==> config.mk <==
export PLATFORM = sky130hd
export DESIGN_NAME = sid_spi_master
export DESIGN_NICKNAME = d
export VERILOG_FILES = /design/src/rtl/sid_pkg.sv /design/src/rtl/sid_cmd_fifo.sv /design/src/rtl/sid_spi_master.sv
export SDC_FILE = /design/constraint.sdc
export NUM_CORES = 1
export LEC_CHECK = 0
export ABC_AREA = 0
export CORE_UTILIZATION = 45
export DETAILED_ROUTE_END_ITERATION = 12
export HOLD_SLACK_MARGIN = 0.1
export SLEW_MARGIN = 15
export SYNTH_ARGS = -nofsm -noshare
export SYNTH_HDL_FRONTEND = slang
export SYNTH_SLANG_ARGS = --single-unit
export TNS_END_PERCENT = 20
==> constraint.sdc <==
create_clock -name clk -period 6.86 [get_ports clk]
set_input_delay 0.686 -clock clk [delete_from_list [all_inputs] [get_ports clk]]
set_output_delay 0.686 -clock clk [all_outputs]
set_load 0.01 [all_outputs]
==> src/rtl/sid_pkg.sv <==
// Shared definitions for the SID register-write SPI master: register map,
// frame geometry, FSM state encoding and the frame packing helper.
package sid_pkg;

    // SID register addresses carried in the top three frame bits
    localparam logic [2:0] FREQ_LO  = 3'd0;
    localparam logic [2:0] FREQ_HI  = 3'd1;
    localparam logic [2:0] PW_LO    = 3'd2;
    localparam logic [2:0] PW_HI    = 3'd3;
    localparam logic [2:0] ATTACK   = 3'd4;
    localparam logic [2:0] SUSTAIN  = 3'd5;
    localparam logic [2:0] WAVEFORM = 3'd6;

    // Serial frame length and queued command width ({addr, data})
    localparam int SPI_FRAME_W = 16;
    localparam int CMD_W       = 11;

    // Frame sequencer states
    typedef enum logic [2:0] {
        IDLE,
        SETUP,
        SHIFT,
        HOLD,
        GAP
    } sid_state_e;

    // Pack a queued {addr[2:0], data[7:0]} command into the 16-bit wire frame.
    // Address 7 is not reserved and passes through unchanged.
    function automatic logic [SPI_FRAME_W-1:0] sid_frame(input logic [CMD_W-1:0] cmd);
        return {cmd[10:8], 5'b00000, cmd[7:0]};
    endfunction

endpackage

==> src/rtl/sid_cmd_fifo.sv <==
// Write-request queue for the SID SPI master. Show-ahead read: the head
// entry is visible on pop_data_o whenever the queue is non-empty, so the
// sequencer can load a frame on the same edge it pops.
module sid_cmd_fifo
    import sid_pkg::*;
#(
    parameter int WIDTH = CMD_W,
    parameter int DEPTH = 4
) (
    input  logic             clk,
    input  logic             rst,
    input  logic             push_i,
    input  logic [WIDTH-1:0] push_data_i,
    input  logic             pop_i,
    output logic [WIDTH-1:0] pop_data_o,
    output logic             full_o,
    output logic             empty_o
);

    localparam int             AW         = $clog2(DEPTH);
    localparam logic [AW:0]    FULL_COUNT = (AW+1)'(DEPTH);

    logic [WIDTH-1:0] mem_q [DEPTH];
    logic [AW-1:0]    wr_ptr_q;
    logic [AW-1:0]    wr_ptr_d;
    logic [AW-1:0]    rd_ptr_q;
    logic [AW-1:0]    rd_ptr_d;
    logic [AW:0]      count_q;
    logic [AW:0]      count_d;
    logic             push_ok;
    logic             pop_ok;

    // No bypass: a push while full is dropped even if a pop happens on the same edge
    assign push_ok    = push_i && !full_o;
    assign pop_ok     = pop_i && !empty_o;
    assign full_o     = (count_q == FULL_COUNT);
    assign empty_o    = (count_q == '0);
    assign pop_data_o = mem_q[rd_ptr_q];

    // Next-state for pointers and occupancy; pointers wrap naturally (power-of-two depth)
    always_comb begin
        wr_ptr_d = wr_ptr_q;
        rd_ptr_d = rd_ptr_q;
        count_d  = count_q;
        if (push_ok) begin
            wr_ptr_d = wr_ptr_q + AW'(1);
        end
        if (pop_ok) begin
            rd_ptr_d = rd_ptr_q + AW'(1);
        end
        case ({push_ok, pop_ok})
            2'b10:   count_d = count_q + (AW+1)'(1);
            2'b01:   count_d = count_q - (AW+1)'(1);
            default: count_d = count_q;
        endcase
    end

    // Pointer and occupancy registers; reset empties the queue
    always_ff @(posedge clk or posedge rst) begin
        if (rst) begin
            wr_ptr_q <= '0;
            rd_ptr_q <= '0;
            count_q  <= '0;
        end else begin
            wr_ptr_q <= wr_ptr_d;
            rd_ptr_q <= rd_ptr_d;
            count_q  <= count_d;
        end
    end

    // Storage array, one write port; contents need no reset since occupancy gates reads
    always_ff @(posedge clk) begin
        if (push_ok) begin
            mem_q[wr_ptr_q] <= push_data_i;
        end
    end

endmodule

==> src/rtl/sid_spi_master.sv <==
// SPI master that serialises queued SID register writes as 16-bit
// CPOL=0/CPHA=0 frames: SETUP (cs low, clk low), 16 clock periods, HOLD,
// then a cs-high GAP. Back-to-back frames start directly from GAP.
module sid_spi_master
    import sid_pkg::*;
#(
    parameter int CLK_DIV    = 4,   // SPI half-period in clk cycles, 2..255
    parameter int FIFO_DEPTH = 4    // power of two, >= 2
) (
    input  logic       clk,
    input  logic       rst,
    input  logic       wr_valid,
    output logic       wr_ready,
    input  logic [2:0] wr_addr,
    input  logic [7:0] wr_data,
    output logic       spi_cs_n,
    output logic       spi_clk,
    output logic       spi_mosi,
    output logic       busy
);

    localparam logic [7:0] PHASE_LAST = 8'(CLK_DIV - 1);
    localparam logic [4:0] LAST_BIT   = 5'(SPI_FRAME_W - 1);

    sid_state_e             state_q;
    sid_state_e             state_d;
    logic [7:0]             phase_q;
    logic [7:0]             phase_d;
    logic [4:0]             bit_cnt_q;
    logic [4:0]             bit_cnt_d;
    logic [SPI_FRAME_W-1:0] shift_q;
    logic [SPI_FRAME_W-1:0] shift_d;
    logic                   cs_n_q;
    logic                   cs_n_d;
    logic                   sclk_q;
    logic                   sclk_d;
    logic                   mosi_q;
    logic                   mosi_d;

    logic                   fifo_pop;
    logic                   fifo_full;
    logic                   fifo_empty;
    logic [CMD_W-1:0]       fifo_dout;
    logic [SPI_FRAME_W-1:0] next_frame;
    logic                   phase_end;
    logic                   start_frame;

    sid_cmd_fifo #(
        .WIDTH (CMD_W),
        .DEPTH (FIFO_DEPTH)
    ) u_cmd_fifo (
        .clk         (clk),
        .rst         (rst),
        .push_i      (wr_valid),
        .push_data_i ({wr_addr, wr_data}),
        .pop_i       (fifo_pop),
        .pop_data_o  (fifo_dout),
        .full_o      (fifo_full),
        .empty_o     (fifo_empty)
    );

    assign next_frame = sid_frame(fifo_dout);
    assign phase_end  = (phase_q == PHASE_LAST);

    assign wr_ready = !fifo_full;
    assign busy     = !fifo_empty || (state_q != IDLE);
    assign spi_cs_n = cs_n_q;
    assign spi_clk  = sclk_q;
    assign spi_mosi = mosi_q;

    // Frame sequencer: phase counter paces every state, outputs are computed
    // here and registered below so the SPI pins never see a combinational path
    always_comb begin
        state_d     = state_q;
        phase_d     = phase_q;
        bit_cnt_d   = bit_cnt_q;
        shift_d     = shift_q;
        cs_n_d      = cs_n_q;
        sclk_d      = sclk_q;
        mosi_d      = mosi_q;
        fifo_pop    = 1'b0;
        start_frame = 1'b0;

        case (state_q)
            IDLE: begin
                start_frame = !fifo_empty;
            end

            SETUP: begin
                if (phase_end) begin
                    phase_d   = 8'd0;
                    sclk_d    = 1'b1;
                    bit_cnt_d = 5'd0;
                    state_d   = SHIFT;
                end else begin
                    phase_d = phase_q + 8'd1;
                end
            end

            SHIFT: begin
                if (phase_end) begin
                    phase_d = 8'd0;
                    if (sclk_q) begin
                        // Falling edge: present the next bit; after the last bit park mosi low
                        sclk_d  = 1'b0;
                        shift_d = {shift_q[SPI_FRAME_W-2:0], 1'b0};
                        mosi_d  = (bit_cnt_q == LAST_BIT) ? 1'b0 : shift_q[SPI_FRAME_W-2];
                    end else if (bit_cnt_q == LAST_BIT) begin
                        state_d = HOLD;
                    end else begin
                        sclk_d    = 1'b1;
                        bit_cnt_d = bit_cnt_q + 5'd1;
                    end
                end else begin
                    phase_d = phase_q + 8'd1;
                end
            end

            HOLD: begin
                if (phase_end) begin
                    phase_d = 8'd0;
                    cs_n_d  = 1'b1;
                    mosi_d  = 1'b0;
                    state_d = GAP;
                end else begin
                    phase_d = phase_q + 8'd1;
                end
            end

            GAP: begin
                if (phase_end) begin
                    phase_d = 8'd0;
                    // The IDLE re-entry edge doubles as the next frame's start edge
                    if (!fifo_empty) begin
                        start_frame = 1'b1;
                    end else begin
                        state_d = IDLE;
                    end
                end else begin
                    phase_d = phase_q + 8'd1;
                end
            end

            default: begin
                state_d = IDLE;
            end
        endcase

        if (start_frame) begin
            fifo_pop  = 1'b1;
            shift_d   = next_frame;
            cs_n_d    = 1'b0;
            sclk_d    = 1'b0;
            mosi_d    = next_frame[SPI_FRAME_W-1];
            phase_d   = 8'd0;
            bit_cnt_d = 5'd0;
            state_d   = SETUP;
        end
    end

    // State, counters, shift register and SPI pin registers; reset aborts any frame at once
    always_ff @(posedge clk or posedge rst) begin
        if (rst) begin
            state_q   <= IDLE;
            phase_q   <= 8'd0;
            bit_cnt_q <= 5'd0;
            shift_q   <= '0;
            cs_n_q    <= 1'b1;
            sclk_q    <= 1'b0;
            mosi_q    <= 1'b0;
        end else begin
            state_q   <= state_d;
            phase_q   <= phase_d;
            bit_cnt_q <= bit_cnt_d;
            shift_q   <= shift_d;
            cs_n_q    <= cs_n_d;
            sclk_q    <= sclk_d;
            mosi_q    <= mosi_d;
        end
    end

endmodule

==> flow_summary.yaml, run 1 <==
global_routing:
  grt_pass1_vias: 2272
  grt_pass1_wl_um: 11500
  track_usage_pct: 17.4
  overflow: 0
  grt_start_max_net_pins: 42
  antenna_found_initial: 0
critical_path:
  path_buf_inv: 2
  path_depth: 11
  cpMaxStageDelayCell: "nor4b_4"
  endpoint_kind: "register"
  crit_family: "adder cells"
  crit_fanout: 14
  critPathLaunchType: "register"
  worstSetupPathType: "reg2reg"
  cpPeakStageDelay_ps: 420
  reg2regPathDepth: 11
  crit_chain: "ha_1 -> nor4b_4 -> a21oi_1 -> nor2_1 -> buf_4 -> ha_1 -> inv_1 -> fa_1 -> xor2_1 -> nor2_1 -> xor2_1"
  cp.arrival_ps: 2990
  crit_required_ps: 7130
timing:
  max_slew_margin_pct: 49.1
  rsz0062_at_grt: "false"
  max_freq_mhz: 367
  finalSetupViolCount: 0
  whs_ps: 504
  min_period_ps: 2730
  fin_tns_setup_ps: 0
  fin_worst_skew_ps: 7.71
  finalWorstSetupSlack_ps: 4130
  finalCritPeriodShare_pct: 39.7
  hold_viol_final: 0
  slew_viol_final: 0
  worstMarginPinSlew_ps: 763
detailed_routing:
  viasPerCell: 5.58
  drt_iter0_drc: 141
  ant_nets: 0
  wirelength_um: 6780
  drc: 0
  wire_per_inst_um: 16.6
  vias: 2281
  dr.pass1.iters: 4
floorplan:
  dieArea_um2: 8880
  rows: 33
  io_pins: 19
  die_h_um: 94.2
  core-area_um2: 8220
  start_util_pct: 46.6
  die_w_um: 94.2
run_status:
  status: "completed"
placed_design:
  place.port_buffers: 18
  gp_congestion: 0.801
  dpl_worst_slack_ps: 4170
  dp_hpwl_um: 4490
clock_tree:
  cts_setup_buffers: 0
  cts_tree: "built"
  clk_pin_slew_worst_paths_ps: 80
  clock-sinks: 85
  cts_buffers: 9
  h-tree-depth: 3
  clock_latency_ps: 340
  cts.hold.buffers_added: 0
  cts_root_buf: "clkbuf_8"
  cts_buffer_depth: 2
  post_cts_resize_count: 0
power:
  total_power_uw: 1200
  p_per_area_nw_per_um2: 276
  peakVddDrop_uv: 149
  leakage_uw: 0.00166
yosys:
  netlist_area_um2: 3830
  synthesis.nets: 300
  ys.flop_type: "edfxtp_1"
  yosysWarnings: 0
  synth_top_cell_by_area: "edfxtp_1"
  synth_top_area_share_pct: 34.5
  post-synth-top-count-cell: "edfxtp_1"
  synth_cell_types: 54
  post_synth.cell_area_avg_um2: 13.8
  ys_ff_latch: 85
  synthCells: 277
  synth_area_leaders: "edfxtp_1 35%, dfrtp_1 26%, mux4_2 6.5%, ha_1 2.6%, nand2_1 1.9%"
  synth_edf_count: 44
  synthArstFlopShare_pct: 48.2
  yosys-top-cells-count: "44 x edfxtp_1, 40 x dfrtp_1, 19 x nand2_1"
  ys_seq_area_share_pct: 61.4
run:
  cap_viol_max_count: 0
worst_hold_path:
  hp-class: "reg2reg"
  min_delay_path_depth: 2
layout:
  antenna_cells: 0
  final_layout_size_suffix_gt1_share_pct: 13.8
  area_growth_pct: 13.7
  nFillCells: 719
  fin_nets: 322
[tightest hold or removal path, delay by kind of cell, from the launching register on]
kind	cells	cell delay, ps
compound gates	2	130
flops	1	380
[path summary, 6_finish.rpt]
kind | start | to | slack (ps)
worst min-delay path | spi_cs_n | spi_cs_n | 500
worst min register to register | spi_cs_n | spi_cs_n | 500
worst max-delay path | phase_q[0] | u_cmd_fifo.count_q[2] | 4130
min in group asynchronous | rst | u_cmd_fifo.count_q[2] | 770
worst max register to register | phase_q[0] | u_cmd_fifo.count_q[2] | 4130
max in group asynchronous | rst | spi_cs_n | 5720
[per-stage QoR]
| step | cells | utilization, % | instance area, um2 |
|---|---|---|---|
| final | 409 | 53.0 | 4350 |
| after global routing | 409 | 53.0 | 4350 |
| after CTS | 409 | 53.0 | 4350 |
| after detailed placement | 393 | 50.1 | 4110 |
| after global placement | 393 | 50.1 | 4110 |
| after floorplan | 277 | - | 3830 |
[sequential cells by signal (all words and copies together), names as in the netlist, 2 cells and up]
name / count
phase_q: 8
state_q: 3
shift_q: 15
u_cmd_fifo.mem_q: 44
bit_cnt_q: 5
u_cmd_fifo.count_q: 3
u_cmd_fifo.wr_ptr_q: 2
u_cmd_fifo.rd_ptr_q: 2
[placed cells by master (no fill, tap or decap), types with 2 or more instances in the layout]
| master | Yosys | final |
|---|---|---|
| edfxtp_1 | 44 | 44 |
| dfrtp_1 | 40 | 40 |
| nand2_1 | 19 | 19 |
| clkdlybuf4s50_1 | 0 | 18 |
| inv_1 | 13 | 13 |
| o21ai_0 | 13 | 13 |
| nor2_1 | 12 | 12 |
| nand3_1 | 12 | 12 |
| mux4_2 | 11 | 11 |
| a21oi_1 | 10 | 10 |
| and3_1 | 10 | 10 |
| clkbuf_8 | 0 | 9 |
| ha_1 | 8 | 8 |
| mux2i_1 | 6 | 6 |
| xor2_1 | 5 | 5 |
| nor3_1 | 5 | 5 |
| a221o_1 | 5 | 5 |
| xnor2_1 | 5 | 5 |
| or3_1 | 4 | 4 |
| mux2_2 | 4 | 4 |
| o31ai_1 | 3 | 3 |
| or4_1 | 3 | 3 |
| bufinv_16 | 0 | 3 |
| buf_4 | 1 | 3 |
| nor3b_1 | 2 | 2 |
| a21oi_2 | 2 | 2 |
| nand4_1 | 2 | 2 |
| a211o_1 | 2 | 2 |
[power by group]
part	switching, uW	internal, uW
clock	179	243
combinational	83.0	57.5
sequential	25.8	611
total	287	912
[metal layers]
metal / up-vias / global-route usage [%] / routed length (um)
li1: 1100 / - / -
met1: 1143 / 25.1 / 3280
met2: 30 / 25.8 / 3250
met3: 8 / 3.88 / 164
met4: 0 / 6.15 / 87
met5: - / 0 / 0
[cell families (layout without fill, tap and decap cells)]
| group | count (synthesis) | in the layout | share of synthesized area [%] |
|---|---|---|---|
| flip-flops | 85 | 85 | 61.4 |
| AND/OR/NAND/NOR | 80 | 80 | 11.8 |
| AO/OA/AOI/OAI | 49 | 49 | 9.64 |
| buffers and inverters | 23 | 50 | 2.55 |
| multiplexers | 21 | 21 | 9.22 |
| XOR/XNOR | 10 | 10 | 2.29 |
| adder cells (fa/ha/maj) | 9 | 9 | 3.14 |
[area by class of cell]
| type | instances | area [um2] | share of cell area, % |
|---|---|---|---|
| multi-input cells | 169 | 1380 | 31.7 |
| well taps | 105 | 131 | 3.02 |
| inverters | 13 | 48.8 | 1.12 |
| repair buffers | 21 | 203 | 4.66 |
| clock buffers | 10 | 128 | 2.93 |
| clock inverters | 6 | 111 | 2.56 |
| flip-flops and latches | 85 | 2350 | 54.0 |
Note: power is estimated with default switching activity, not from simulation.
==> inputs of run 2 (changes only) <==
clock period = 2.86 ns   (was 6.86 ns; I/O delays follow)
==> flow_summary.yaml, run 2 (synthesis gave the netlist of run 1 again) <==
placed_design:
  gp_congestion: 0.771
  dp_hpwl_um: 4640
  dpl_cell_area_um2: 4160
  place.port_buffers: 18
clock_tree:
  post_cts_resize_count: 0
  clock_latency_ps: 360
  h-tree-depth: 3
  cts_buffer_depth: 2
  cts_root_buf: "clkbuf_8"
  cts_buffers: 9
  clock-sinks: 85
  cts_tree: "built"
  clk_pin_slew_worst_paths_ps: 90
  cts_setup_buffers: 0
  cts.hold.buffers_added: 0
layout:
  largest_reg_flops: 44
  final_common_cell: "edfxtp_1"
  layout_common_cells: "44 x edfxtp_1, 40 x dfrtp_1, 19 x nand2_1, 18 x clkdlybuf4s50_1"
  fin_nets: 328
  final_layout_size_suffix_gt1_share_pct: 16.1
  finalInstanceArea_um2: 4360
  antenna_cells: 0
  area_growth_pct: 14.0
  largest_register: "u_cmd_fifo.mem_q"
  top_regs: "u_cmd_fifo.mem_q (44), shift_q (15), phase_q (8)"
floorplan:
  core-area_um2: 8220
  rows: 33
  dieArea_um2: 8880
  start_util_pct: 46.6
  die_h_um: 94.2
  die_w_um: 94.2
  io_pins: 19
power:
  p_seq_share_pct: 55.3
  p_per_area_nw_per_um2: 631
  p_switching_uw: 732
  comb_power_share_pct: 12.2
  leakage_uw: 0.00168
  intPower_uw: 2020
  netSwitchingFraction_pct: 26.6
  clockPowerShare_pct: 32.4
  peakVddDrop_uv: 448
timing:
  finalCritPeriodShare_pct: 87.2
  fin_tns_setup_ps: 0
  fin_worst_skew_ps: 9.74
  finalSetupViolCount: 0
  hold_viol_final: 0
  worstMarginPinSlew_ps: 647
  whs_ps: 353
  slew_viol_final: 0
  max_slew_margin_pct: 56.9
  rsz0062_at_grt: "false"
  min_period_ps: 2490
  max_freq_mhz: 401
detailed_routing:
  vias: 2286
  drt_iter0_drc: 102
  ant_nets: 0
  wirelength_um: 6950
  dr.pass1.iters: 4
  drc: 0
  wire_per_inst_um: 16.8
  viasPerCell: 5.51
global_routing:
  grt_pass1_vias: 2294
  grt_start_max_net_pins: 42
  grt_pass1_wl_um: 11400
  antenna_found_initial: 0
  track_usage_pct: 17.7
  overflow: 0
critical_path:
  worstSetupPathType: "reg2reg"
  crit_fanout: 5
  crit_required_ps: 3110
  cpMaxStageDelayCell: "or4b_1"
  reg2regPathDepth: 7
  cpPeakStageDelay_ps: 570
  crit_chain: "ha_1 -> and3_1 -> ha_1 -> or4b_1 -> a2111oi_4 -> a21oi_2 -> a211o_1"
  rr_startpoint: "bit_cnt_q[0]"
  cpMostUsedCell: "ha_1"
  endpoint_kind: "register"
  cp.arrival_ps: 2750
  reg2reg_slack_ps: 370
  r2r_end: "bit_cnt_q[3]"
  critPathLaunchType: "register"
run:
  cap_viol_max_count: 0
worst_hold_path:
  hp-class: "in2async"
run_status:
  status: "completed"
run 2: per-stage QoR:
| stage | instances | utilization, % | worst slack (ps) | power (uW) |
|---|---|---|---|---|
| final | 415 | 53.1 | 367 | 2760 |
| after global routing | 415 | 53.1 | 273 | 2890 |
| after CTS | 415 | 53.1 | 372 | 2800 |
| after detailed placement | 399 | 50.6 | 417 | 1910 |
| after global placement | 399 | 50.6 | 464 | 1880 |
| after floorplan | 277 | - | 286 | 1760 |
run 2: layer usage:
metal	vias up	track usage (%)	share of wire (%)	wire length (um)
met5	-	0	0	0
met3	10	3.40	2.1	144
met2	27	28.5	48	3320
li1	1104	-	-	-
met4	0	8.46	2.0	142
met1	1145	23.0	48	3340
run 2: power by group through the flow:
| stage | sequential, uW | clock [uW] | combinational (uW) |
|---|---|---|---|
| finish | 1520 | 894 | 337 |
| floorplan | 1530 | 0 | 230 |
| global route | 1540 | 959 | 387 |
| global placement | 1550 | 0 | 335 |
| detailed placement | 1550 | 0 | 353 |
| CTS | 1530 | 920 | 355 |
run 2: area by class of cell:
type / count / area [um2]
clock buffer: 9 / 124
clock inverter: 7 / 81.3
fill: 691 / 3850
inverter: 13 / 48.8
multi-input combinational: 169 / 1380
sequential: 85 / 2350
tap: 105 / 131
timing repair buffer: 27 / 248
run 2: critical path, delay by kind of cell (launching register included):
kind | cells | cell delay, ps
and+or+nand+nor | 2 | 760
AOI/OAI and AO/OA | 3 | 740
adders and majority gates | 2 | 470
DFF | 1 | 410
run 2: worst max path at each step:
stage | start | end | slack (ps) | depth (start not counted)
finish | bit_cnt_q[0] | bit_cnt_q[3] | 370 | 7
CTS | bit_cnt_q[0] | bit_cnt_q[3] | 370 | 7
detailed placement | bit_cnt_q[0] | bit_cnt_q[3] | 420 | 7
floorplan | phase_q[0] | u_cmd_fifo.count_q[2] | 290 | 11
global placement | bit_cnt_q[0] | bit_cnt_q[3] | 460 | 7
global route | bit_cnt_q[1] | bit_cnt_q[3] | 270 | 7
==> inputs of run 3 (changes only) <==
clock period = 2.6 ns   (was 2.86 ns; I/O delays follow)
==> flow_summary.yaml, run 3 (synthesis gave the netlist of run 1 again) <==
run_status:
  status: "completed"
clock_tree:
  clock_latency_ps: 360
  clk_pin_slew_worst_paths_ps: 90
  cts_setup_buffers: 0
  h-tree-depth: 3
  cts_buffer_depth: 2
  clock-sinks: 85
  cts.hold.buffers_added: 0
  cts_buffers: 9
  cts_root_buf: "clkbuf_8"
  post_cts_resize_count: 0
  cts_tree: "built"
critical_path:
  path_buf_inv: 0
  crit_fanout: 5
  cpMaxStageDelayCell: "or4b_1"
  cpMostUsedCell: "ha_1"
  cpPeakStageDelay_ps: 560
  crit_family: "simple AND/OR/NAND/NOR gates"
  crit_chain: "ha_1 -> and3_1 -> ha_1 -> or4b_1 -> a2111oi_4 -> a21oi_2 -> a211o_1"
  critPathLaunchType: "register"
  crit_required_ps: 2850
  cp.arrival_ps: 2670
  worstSetupPathType: "reg2reg"
  endpoint_kind: "register"
global_routing:
  grt_pass1_wl_um: 11200
  grt_start_max_net_pins: 23
  antenna_found_initial: 0
  overflow: 0
  grt_pass1_vias: 2345
  track_usage_pct: 17.0
floorplan:
  start_util_pct: 46.6
  dieArea_um2: 8880
  die_h_um: 94.2
  die_w_um: 94.2
  rows: 33
  core-area_um2: 8220
  io_pins: 19
timing:
  slew_viol_final: 0
  fin_tns_setup_ps: 0
  finalSetupViolCount: 0
  fin_worst_skew_ps: 9.23
  hold_viol_final: 0
  max_slew_margin_pct: 60.3
  min_period_ps: 2430
  worstMarginPinSlew_ps: 591
  rsz0062_at_grt: "false"
  finalCritPeriodShare_pct: 93.3
  max_freq_mhz: 412
layout:
  layout_common_cells: "44 x edfxtp_1, 40 x dfrtp_1, 19 x nand2_1, 18 x clkdlybuf4s50_1, 14 x buf_4"
  final_layout_size_suffix_gt1_share_pct: 17.1
  nFillCells: 704
  top_regs: "u_cmd_fifo.mem_q (44), shift_q (15), phase_q (8)"
  area_growth_pct: 14.6
  stdcell_count: 420
  antenna_cells: 0
  largest_reg_flops: 44
  largest_register: "u_cmd_fifo.mem_q"
  fin_nets: 333
  final_common_cell: "edfxtp_1"
worst_hold_path:
  hp-class: "in2async"
placed_design:
  dp_cells: 404
  place.port_buffers: 18
  gp_congestion: 0.776
  dp_hpwl_um: 4580
run:
  cap_viol_max_count: 0
detailed_routing:
  ant_nets: 0
  viasPerCell: 5.53
  wire_per_inst_um: 15.7
  drt_iter0_drc: 76
  wirelength_um: 6580
  vias: 2324
  drc: 0
  dr.pass1.iters: 4
power:
  p_per_area_nw_per_um2: 668
  peakVddDrop_uv: 477
  leakage_uw: 0.00169
-- run 3: worst paths after layout --
check                             startpoint                     to  slack [ps]  depth (start not counted)
worst max-delay path            bit_cnt_q[0]           bit_cnt_q[3]         170                          7
max in group asynchronous                rst               spi_cs_n        2080                          3
worst max register to register  bit_cnt_q[0]           bit_cnt_q[3]         170                          7
worst min register to register    state_q[2]             state_q[1]         440                          1
worst min-delay path                     rst  u_cmd_fifo.count_q[1]         250                          3
min in group clk                  state_q[2]             state_q[1]         440                          1
-- run 3: area by class of cell --
class	instances	area (um2)	share of cell area, %
tap	105	131	3.00
sequential	85	2350	53.6
timing repair buffer	32	285	6.50
clock buffer	9	124	2.82
inverter	13	48.8	1.11
multi-input combinational	169	1380	31.5
clock inverter	7	66.3	1.51
-- run 3: routing by layer --
metal / up-vias / global-route usage, % / part of all wire, %
met3: 12 / 5.34 / 3.4
met2: 39 / 27.8 / 49
met5: - / 0 / 0
met1: 1156 / 21.2 / 46
li1: 1117 / - / -
met4: 0 / 5.77 / 1.5
-- run 3: report_power, final --
| group | internal, uW | switching, uW |
|---|---|---|
| Combinational | 151 | 209 |
| Clock | 372 | 521 |
| Sequential | 1610 | 64.5 |
| Total | 2140 | 795 |
-- run 3: worst register-to-register path: stages, from the launching register on --
cell,delay (ps)
dfrtp_1,410
ha_1,220
and3_1,180
ha_1,230
or4b_1,560
a2111oi_4,320
a21oi_2,100
a211o_1,290
-- run 3: per-stage QoR --
step	utilization [%]	instance area, um2	hold WS [ps]	setup WS [ps]	power, uW
after floorplan	-	3830	359	26.5	1940
after global placement	51.1	4200	413	212	2070
after detailed placement	51.1	4200	430	172	2070
after CTS	53.4	4390	253	160	2980
after global routing	53.4	4390	283	56.1	3090
final	53.4	4390	252	174	2930
==> variant 1: new RTL, config.mk and constraints of run 1 <==
Set the parameter `FIFO_DEPTH` to 8 (it was 4).
--- a/src/rtl/sid_spi_master.sv
+++ b/src/rtl/sid_spi_master.sv
@@ -5,7 +5,7 @@
     import sid_pkg::*;
 #(
     parameter int CLK_DIV    = 4,   // SPI half-period in clk cycles, 2..255
-    parameter int FIFO_DEPTH = 4    // power of two, >= 2
+    parameter int FIFO_DEPTH = 8    // power of two, >= 2
 ) (
     input  logic       clk,
     input  logic       rst,
Check against the original RTL: not equivalent (Yosys sat finds a counterexample within 10 cycles, from zero or initial values and one cycle with rst high).
==> variant 1 against run 1 <==
- sequential cell count up 47
- die area up 48%
- wire length up 55%
- total power up 130%
- worst setup slack worse by 0.11 ns
- hold slack worse by 0.020 ns
- design area up 53%
- sequential power up 90%
- utilization up 1.5 points
- synthesized area up 49%
==> variant 1: results (changes against run 1) <==
| Metric | Value |
|---|---|
| Clock root cell | `clkbuf_16 (was clkbuf_8)` |
| CTS Buf Count | `17 (was 9)` |
| Slowest stage cell, crit path | `nor4_2 (was nor4b_4)` |
| Delay of the slowest cell on the worst path | `0.65 ns (was 0.42 ns)` |
| Hold Path End | `bit_cnt_q[4]$_DFFE_PP0P_ (was spi_cs_n$_DFFE_PP1P_)` |
| Synth Instances | `355 (was 277)` |
| PD cells | `423 nW/um^2 (was 276 nW/um^2)` |
| Post-synthesis compound-gate area fraction | `4.91% (was 9.64%)` |
| GR Layer Usage met2 | `28.8% (was 25.8%)` |
| Int Pwr | `1.93 mW (was 912 uW)` |
| HP Start | `bit_cnt_q[4]$_DFFE_PP0P_ (was spi_cs_n$_DFFE_PP1P_)` |
| Post-DP HPWL | `6.64 mm (was 4.49 mm)` |
| Post-Synth XOR/XNOR Area | `1.97% (was 2.29%)` |
| Post-synthesis mux area share | `15.7% (was 9.22%)` |
| Post-synthesis sequential area ratio | `65.5% (was 61.4%)` |
| Top delay family on crit path | `simple AND/OR/NAND/NOR gates (was adder cells)` |
| Syn Nets | `377 (was 300)` |
| Cell variety after synth | `60 (was 54)` |
| Fin Hold WS | `0.484 ns (was 0.504 ns)` |
| Met2 routed WL | `5.14 mm (was 3.25 mm)` |
| Status | `completed (unchanged)` |
| Share of total power in combinational logic | `26.2% (was 11.7%)` |
| Worst-skew pair later-pin latency | `0.42 ns (was 0.34 ns)` |
| DRT iter0 DRCs | `153 (was 141)` |
| Placer congestion estimate | `0.796 (was 0.801)` |
| Largest net degree at the start of global routing | `45 (was 42)` |
| CTS clock-pin slew for the worst setup and hold paths | `0.05 ns (was 0.08 ns)` |
| P_seq | `1.21 mW (was 637 uW)` |
==> variant 1: cell type report <==
class | count | area, sq um
clock buffer | 19 | 433
clock inverter | 12 | 130
fill | 1008 | 5560
inverter | 6 | 22.5
multi-input combinational | 203 | 1890
sequential | 132 | 3740
tap | 168 | 210
timing repair buffer | 23 | 218
==> variant 1: how the worst max path moves through the flow <==
stage                                         to                               from  slack (ns)
3_3_place_gp    u_cmd_fifo.mem_q[3][3]$_DFFE_PP_                           wr_valid        4.12
2_1_floorplan  u_cmd_fifo.count_q[2]$_DFFE_PP0P_             phase_q[0]$_DFFE_PP0P_        4.23
6_report                                    busy  u_cmd_fifo.count_q[1]$_DFFE_PP0P_        4.03
5_1_grt                                     busy  u_cmd_fifo.count_q[1]$_DFFE_PP0P_        3.84
3_5_place_dp    u_cmd_fifo.mem_q[1][7]$_DFFE_PP_                           wr_valid        4.03
4_1_cts                                     busy  u_cmd_fifo.count_q[1]$_DFFE_PP0P_        3.98
==> variant 2: new RTL, flow settings as in run 1 <==
Without the edit above. Encoding of `sid_state_e`: now one-hot (5 bits for 5 states).
--- a/src/rtl/sid_pkg.sv
+++ b/src/rtl/sid_pkg.sv
@@ -16,12 +16,12 @@
     localparam int CMD_W       = 11;
 
     // Frame sequencer states
-    typedef enum logic [2:0] {
-        IDLE,
-        SETUP,
-        SHIFT,
-        HOLD,
-        GAP
+    typedef enum logic [4:0] {
+        IDLE  = 5'b00001,
+        SETUP = 5'b00010,
+        SHIFT = 5'b00100,
+        HOLD  = 5'b01000,
+        GAP   = 5'b10000
     } sid_state_e;
 
     // Pack a queued {addr[2:0], data[7:0]} command into the 16-bit wire frame.
Formal check against the unedited RTL: same outputs for any inputs over 10 cycles, from zero or initial values and one cycle with rst high; not proved beyond that.
==> variant 2 against run 1 <==
- wire length is 0.80% lower
- synthesized area is 2.5% higher
- worst setup slack worse by 0.27 ns
- design area is 0.58% higher
- sequential cell count is 2 higher
- total power is 4.8% lower
- sequential power is 1% higher
- hold slack worse by 0.041 ns
==> variant 2: results (changes against run 1) <==
| Metric | Value |
|---|---|
| Non-clk buf share | `4.29% (was 4.66%)` |
| Largest net degree at the start of global routing | `44 (was 42)` |
| Clock Skew | `0.0169 ns (was 0.00771 ns)` |
| Inserted Diodes | `0 (unchanged)` |
| Port buffer count | `18 (unchanged)` |
| Async SR Flop Fraction | `49.4% (was 48.2%)` |
| Cts repair resizes | `0 (unchanged)` |
| Register area | `2400 sq um (was 2350 sq um)` |
| M3 GR Usage | `3.35% (was 3.88%)` |
| Vias in the first global route | `2,279 (was 2,272)` |
| Syn Nets | `314 (was 300)` |
| ClkCell Share | `4.69% (was 5.49%)` |
| Area contributors post-synth | `edfxtp_1, dfrtp_1, mux4_2 (unchanged)` |
| Register bit count reported by yosys | `87 (was 85)` |
| Crit-path max FO | `30 (was 14)` |
| Nonclk buf count | `19 (was 21)` |
| Largest regs | `u_cmd_fifo.mem_q (44), shift_q (15), phase_q (8) (unchanged)` |
| Placer congestion estimate | `0.826 (was 0.801)` |
| Cell Count, Final, Fillers Out | `421 (was 409)` |
| Worst VDD drop | `0.000151 V (was 0.000149 V)` |
| GR Layer Usage met2 | `26.3% (was 25.8%)` |
| Grt met1 use | `23.3% (was 25.1%)` |
| Post-Route WL | `6.73 mm (was 6.78 mm)` |
| Post-DP HPWL | `4.58 mm (was 4.49 mm)` |
| Longest Clk Path Bufs | `2 (unchanged)` |
| Number of flops mapped to enable cells by yosys | `44 (unchanged)` |
| Share of cells above drive strength 1 | `13.9% (was 13.8%)` |
| Via density | `5.48 (was 5.58)` |
| Inst Count DP | `405 (was 393)` |
| Max-Slew Margin vs Limit | `47.2% (was 49.1%)` |
| Die width | `95.4 um (was 94.2 um)` |
| Cell variety after synth | `54 (unchanged)` |
| CTS clock-pin slew for the worst setup and hold paths | `0.10 ns (was 0.08 ns)` |
| Post-synthesis sequential area ratio | `61.1% (was 61.4%)` |
| Final net count | `334 (was 322)` |
| Post-placement setup slack | `3.90 ns (was 4.17 ns)` |
| Clock buf count | `9 (was 10)` |
| Switching Share | `27.8% (was 24.0%)` |
| Status | `completed (unchanged)` |
| Tot GR Track Use | `16.9% (was 17.4%)` |
| First-pass GRT wire length | `11.3 mm (was 11.5 mm)` |
| Multi-input combinational area share | `32.0% (was 31.7%)` |
| Delay of the slowest cell on the worst path | `0.42 ns (about the same)` |
| Slowest stage cell, crit path | `inv_2 (was nor4b_4)` |
| Layout fillers | `718 (was 719)` |
| Synth Area per Inst | `13.5 sq um (was 13.8 sq um)` |
| Nonclk inv count | `14 (was 13)` |
| Initial antenna violation count | `0 (unchanged)` |
| Multi-input gate count | `180 (was 169)` |
| Placed Area | `4170 sq um (was 4110 sq um)` |
| LEAKAGE | `1.81 nW (was 1.66 nW)` |
| Multi-input gate area | `1400 sq um (was 1380 sq um)` |
| Most frequent cells after synthesis | `edfxtp_1, dfrtp_1, nand2_1, mux2i_1 (was edfxtp_1, dfrtp_1, nand2_1, inv_1, o21ai_0)` |
| DRT iter0 DRCs | `88 (was 141)` |
| Worst-skew pair later-pin latency | `0.36 ns (was 0.34 ns)` |
[variant 2: power groups by stage]
stage	logic (mW)	registers [mW]	clock network (mW)
6_report	0.139	0.645	0.358
5_1_grt	0.157	0.652	0.391
4_1_cts	0.144	0.646	0.370
3_5_place_dp	0.145	0.657	0
3_3_place_gp	0.139	0.655	0
2_1_floorplan	0.0975	0.649	0
[variant 2: kinds of logic (layout without fill, tap and decap cells)]
kind of cell / count (synthesis) / count (layout) / synth area share [%]
DFF: 87 / 87 / 61.1
and+or+nand+nor: 84 / 84 / 11.8
AOI/OAI and AO/OA: 52 / 52 / 8.42
muxes: 28 / 28 / 10.7
buffers and inverters: 24 / 49 / 3.19
adders and majority gates: 9 / 9 / 3.06
xor gates and xnor gates: 7 / 7 / 1.75
[variant 2: final timing paths]
path	to	slack, ns	start	depth (start not counted)
setup / recovery	u_cmd_fifo.count_q[2]$_DFFE_PP0P_	3.87	phase_q[0]$_DFFE_PP0P_	11
hold / removal	spi_cs_n$_DFFE_PP1P_	0.46	spi_cs_n$_DFFE_PP1P_	2
setup reg to reg	u_cmd_fifo.count_q[2]$_DFFE_PP0P_	3.87	phase_q[0]$_DFFE_PP0P_	11
hold reg to reg	spi_cs_n$_DFFE_PP1P_	0.46	spi_cs_n$_DFFE_PP1P_	2
max in group asynchronous	u_cmd_fifo.rd_ptr_q[1]$_DFFE_PP0P_	5.71	rst	3
min in group asynchronous	bit_cnt_q[1]$_DFFE_PP0P_	0.75	rst	3
[variant 2: worst min-delay path: cells and delay by family (launching register included)]
kind / cells / cell delay (ns)
simple gates: 2 / 0.10
flops: 1 / 0.38
[variant 2: metal layers]
metal	share of wire [%]	wire, um
met1	49	3290
met4	1.6	106
met2	47	3160
met3	2.6	177
met5	0	0
